===== src/rtl/mat_pkg.sv =====
// mat_pkg: shared constants and state encoding for the 3x3/2x2 matrix loader
package mat_pkg;
  localparam int ELEM_W = 8;
  localparam int N_ELEM = 9;
  typedef enum logic [1:0] {IDLE = 2'd0, LOAD = 2'd1, FULL = 2'd2} state_t;
  localparam logic SIZE_3X3 = 1'b0;
  localparam logic SIZE_2X2 = 1'b1;
  localparam logic [3:0] TGT_3X3 = 4'd9;
  localparam logic [3:0] TGT_2X2 = 4'd4;
  localparam logic [N_ELEM*ELEM_W-1:0] PAD_2X2 = 72'h01;
endpackage


===== src/rtl/mat_idx_map.sv =====
// mat_idx_map: maps element ordinal k to its row-major byte slot in the 3x3 frame
module mat_idx_map
  import mat_pkg::*;
(
  input  logic       size,
  input  logic [3:0] k,
  output logic [3:0] slot
);
  // 2x2 elements skip column 2 of row 0, so k=2,3 land on slots 3,4
  always_comb slot = (size == SIZE_2X2) ? k + {3'b000, k[1]} : k;
endmodule


===== src/rtl/mat_load3.sv =====
// mat_load3: collects a row-major stream of signed elements into a packed 3x3 matrix
module mat_load3 #(
  parameter int ELEM_W = 8
) (
  input  logic                  clk,
  input  logic                  rst,
  input  logic                  start,
  input  logic                  size,
  input  logic                  in_valid,
  input  logic [ELEM_W-1:0]     in_data,
  output logic                  in_ready,
  output logic [9*ELEM_W-1:0]   m,
  output logic                  m_valid,
  input  logic                  m_ready,
  output logic                  busy,
  output logic [3:0]            count
);
  import mat_pkg::*;
  state_t              state_q, state_d;
  logic                size_q, size_d;
  logic [3:0]          count_q, count_d, slot, tgt;
  logic [9*ELEM_W-1:0] m_q, m_d;
  logic                accept;
  assign accept = in_valid && in_ready;
  assign tgt    = (size_q == SIZE_2X2) ? TGT_2X2 : TGT_3X3;
  assign m      = m_q;
  assign count  = count_q;
  mat_idx_map u_map (.size(size_q), .k(count_q), .slot(slot));
  // state register
  always_ff @(posedge clk or posedge rst) begin
    if (rst) state_q <= IDLE;
    else     state_q <= state_d;
  end
  // next-state: start only honoured in IDLE, last accept fills, handshake drains
  always_comb begin
    state_d = state_q;
    case (state_q)
      IDLE:    if (start) state_d = LOAD;
      LOAD:    if (accept && count_q == tgt - 4'd1) state_d = FULL;
      FULL:    if (m_ready) state_d = IDLE;
      default: state_d = IDLE;
    endcase
  end
  // outputs are pure decodes of the registered state
  always_comb begin
    in_ready = state_q == LOAD;
    m_valid  = state_q == FULL;
    busy     = state_q != IDLE;
  end
  // datapath registers: size latch, element counter, matrix bytes
  always_ff @(posedge clk or posedge rst) begin
    if (rst) begin
      size_q  <= SIZE_3X3;
      count_q <= 4'd0;
      m_q     <= '0;
    end else begin
      size_q  <= size_d;
      count_q <= count_d;
      m_q     <= m_d;
    end
  end
  // start preloads padding; each accept drops the element into its mapped slot
  always_comb begin
    size_d  = size_q;
    count_d = count_q;
    m_d     = m_q;
    if (state_q == IDLE && start) begin
      size_d  = size;
      count_d = 4'd0;
      m_d     = (size == SIZE_2X2) ? PAD_2X2 : '0;
    end
    if (accept) begin
      count_d = count_q + 4'd1;
      for (int i = 0; i < 9; i++)
        if (slot == 4'(i)) m_d[ELEM_W*(8-i) +: ELEM_W] = in_data;
    end
  end
endmodule


===== config.mk =====
export PLATFORM = sky130hd
export DESIGN_NAME = mat_load3
export DESIGN_NICKNAME = d
export VERILOG_FILES = /design/src/rtl/mat_pkg.sv /design/src/rtl/mat_idx_map.sv /design/src/rtl/mat_load3.sv
export SDC_FILE = /design/constraint.sdc
export NUM_CORES = 1
export LEC_CHECK = 0
export CAP_MARGIN = 20
export CORE_ASPECT_RATIO = 1.4
export CORE_MARGIN = 2
export CORE_UTILIZATION = 49
export DETAILED_ROUTE_END_ITERATION = 8
export PLACE_DENSITY = 0.8
export SLEW_MARGIN = 20
export SYNTH_ARGS = -nofsm -noshare
export SYNTH_HDL_FRONTEND = slang
export SYNTH_SLANG_ARGS = --single-unit

===== constraint.sdc =====
create_clock -name clk -period 6.1 [get_ports clk]
set_clock_uncertainty 0.05 [all_clocks]
set_input_delay 1.83 -clock clk [delete_from_list [all_inputs] [get_ports clk]]
set_output_delay 1.83 -clock clk [all_outputs]
set_load 0.005 [all_outputs]

==> impl_metrics.py <==
metrics = {
    "run_status": {
        "outcome": "finished clean",
    },
    "logic_synthesis": {
        "synth_common_cells": "dfrtp_1, nand2_1, mux2i_1",
        "synthAdderAreaFrac_pct": 1.05,
        "synth-simple-area-share_pct": 14.4,
        "synth_nets": 322,
        "synth_top_cell_by_area": "dfrtp_1",
        "ys_types": 44,
        "yosysSeqAreaShare_pct": 55.1,
        "synth_most_common_cell": "dfrtp_1",
        "synth.area.mux_share_pct": 20.7,
        "synth_area_leaders": "dfrtp_1, mux2i_1, nand2_1, buf_6, nand3b_4",
        "syn-cell-area_um2": 3590,
        "yosysWarnings": 0,
        "synth_compound_area_share_pct": 3.80,
        "syn_avg_cell_area_um2": 11.8,
        "synth_top_area_share_pct": 55.1,
        "synth_edf_count": 0,
        "yosys.area_share.xor_xnor_pct": 0.488,
        "async_flop_share_pct": 100,
        "synthCells": 305,
        "synth_top_family_by_area": "multiplexers",
        "yosys_register_bits": 79,
        "ys.flop_type": "dfrtp_1",
    },
    "routing": {
        "dr_total_vias": 2550,
        "drt-total-wl_um": 8490,
        "dr.pass1.iters": 4,
        "drc": 0,
        "viasPerCell": 5.16,
        "antenna_left": 0,
        "initialDrtViolationCount": 136,
        "wl_per_cell_um": 17.2,
    },
    "run": {
        "cap_violations": 0,
    },
    "grt": {
        "track_usage_pct": 22.3,
        "first_global_vias": 2698,
        "grt_pass1_wl_um": 13900,
        "grt_overflow": 0,
        "met2_usage_pct": 39.4,
        "grt_max_degree": 77,
        "antenna_found_initial": 0,
        "grtUsageMet1_pct": 26.5,
        "use_met3_pct": 4.11,
        "busiest_layer": "met2",
    },
    "layout": {
        "drive_gt1_share_pct": 8.77,
        "antenna_cells": 0,
        "finalInstanceArea_um2": 4700,
        "multi_input_area_um2": 1450,
        "area_growth_pct": 31.1,
        "fill_cells": 587,
        "regArea_um2": 1980,
        "fin_util_pct": 67.0,
        "fin_nets": 411,
    },
    "clock_network": {
        "holdBufCountCts": 0,
        "cts-root-buf": "clkbuf_8",
        "cts.reportedPaths.clkPinSlew_ns": 0.08,
        "cts_buffers": 9,
        "clkSinkCount": 79,
        "clk_path_buf_depth": 2,
        "cts_resized": 0,
        "cts_tree": "yes",
        "cts_max_level": 3,
        "clock_latency_ns": 0.34,
        "post_cts_buffers": 0,
    },
    "timing": {
        "setup_viol_count_final": 0,
        "final_hold_viol_count": 0,
        "setup_ws_ns": 2.68,
        "fin_crit_ns": 3.42,
        "worst_slew_pin_slew_ns": 0.755,
        "timing.hold.ws_ns": 0.477,
        "max-slew-margin-rel_pct": 49.6,
        "drv_slew": 0,
        "rsz0062_at_grt": "no",
        "max_clock_freq_ghz": 0.293,
        "min_period_over_period_pct": 56.0,
        "setup_tns_ns": 0,
    },
    "die": {
        "row_count": 36,
        "initial_core_util_pct": 51.1,
        "io_pins": 93,
        "coreArea_um2": 7030,
        "die_h_um": 105,
        "dieWidth_um": 76.3,
        "die_area_um2": 8040,
    },
    "setup_path": {
        "timing.rr.start": "count[1]$_DFFE_PP0P_",
        "critical_path_class": "flop to output port",
        "ff2ff_path_depth": 5,
        "cp-startpoint": "state_q[0]$_DFFE_PP0P_",
        "critPathCaptureType": "output port",
        "r2r_slack_ns": 3.80,
        "endpoint": "busy",
        "critPathLaunchType": "flop",
        "cp_max_fo": 5,
        "cp.arrival_ns": 1.54,
        "cp.required_ns": 4.22,
        "r2r_end": "m[3]$_DFF_PP0_",
    },
    "placement": {
        "gp_congestion": 0.798,
        "pre_cts_slack_ns": 2.34,
        "dp_hpwl_um": 5920,
        "dpl_cell_area_um2": 4530,
        "port_buffers": 92,
    },
    "min_path": {
        "hold_path_class": "flop to flop",
    },
    "pwr": {
        "leakage_nw": 2.33,
        "ir_drop_mv": 0.261,
        "pwr_density_cell_nw_per_um2": 452,
    },
}
[registers in the layout, indices dropped and copies added, names as in the netlist]
name / count
size_q: 1
count: 4
state_q: 2
m: 72
[worst min-delay path by stage]
stage / from / endpoint / slack [ns] / depth (start not counted)
detailed placement: m[56]$_DFF_PP0_ / m[56]$_DFF_PP0_ / 0.46 / 2
floorplan: m[1]$_DFF_PP0_ / m[1]$_DFF_PP0_ / 0.47 / 2
CTS: m[57]$_DFF_PP0_ / m[57]$_DFF_PP0_ / 0.48 / 2
global placement: m[60]$_DFF_PP0_ / m[60]$_DFF_PP0_ / 0.46 / 2
global route: m[56]$_DFF_PP0_ / m[56]$_DFF_PP0_ / 0.49 / 2
finish: m[57]$_DFF_PP0_ / m[57]$_DFF_PP0_ / 0.48 / 2
[metrics by stage]
stage	std cells	total power, W
floorplan	305	0.00131
global placement	478	0.00176
detailed placement	478	0.00179
CTS	494	0.00214
global route	494	0.00226
finish	494	0.00213
[area by class of cell]
type | count | share of cell area, %
inverter | 13 | 1.06
sequential | 79 | 42.0
multi-input combinational | 197 | 30.8
timing repair buffer | 94 | 19.9
tap | 95 | 2.53
clock buffer | 11 | 3.01
clock inverter | 5 | 0.665
[where the power goes]
group / leakage [nW] / total (W) / switching, W / internal [W]
Clock: 0.0895 / 0.000350 / 0.000192 / 0.000159
Sequential: 1.06 / 0.000876 / 0.000160 / 0.000716
Combinational: 1.18 / 0.000899 / 0.000372 / 0.000527
[critical path: stages, from the launching register on]
cell	delay, ns
dfrtp_1	0.45
or2_2	0.31
clkdlybuf4s50_1	0.44
[logic make-up (layout without fill, tap and decap cells)]
group | Yosys count | after routing
AO/OA/AOI/OAI | 17 | 17
XOR/XNOR | 2 | 2
adder cells (fa/ha/maj) | 3 | 3
buffers and inverters | 29 | 123
flip-flops | 79 | 79
multiplexers | 74 | 74
AND/OR/NAND/NOR | 101 | 101
[cell usage in the layout (no fill, tap or decap), drive strengths merged, types with 2 or more instances in the layout]
cell	instances
dfrtp	79
clkdlybuf4s50	92
inv	5
and4b	2
ha	3
nand3b	4
and2	2
mux2i	73
or2	2
buf	2
nand2b	2
a21oi	4
clkinv	12
nand4	2
nand2	77
and3	2
clkbuf	11
nand3	4
o21ai	4
[metal layers]
layer,vias to the layer above,share of wire [%]
li1,1201,-
met1,1284,41
met2,54,55
met3,11,3.1
met4,0,1.3
met5,-,0
Note: power is estimated with default switching activity, not from simulation.
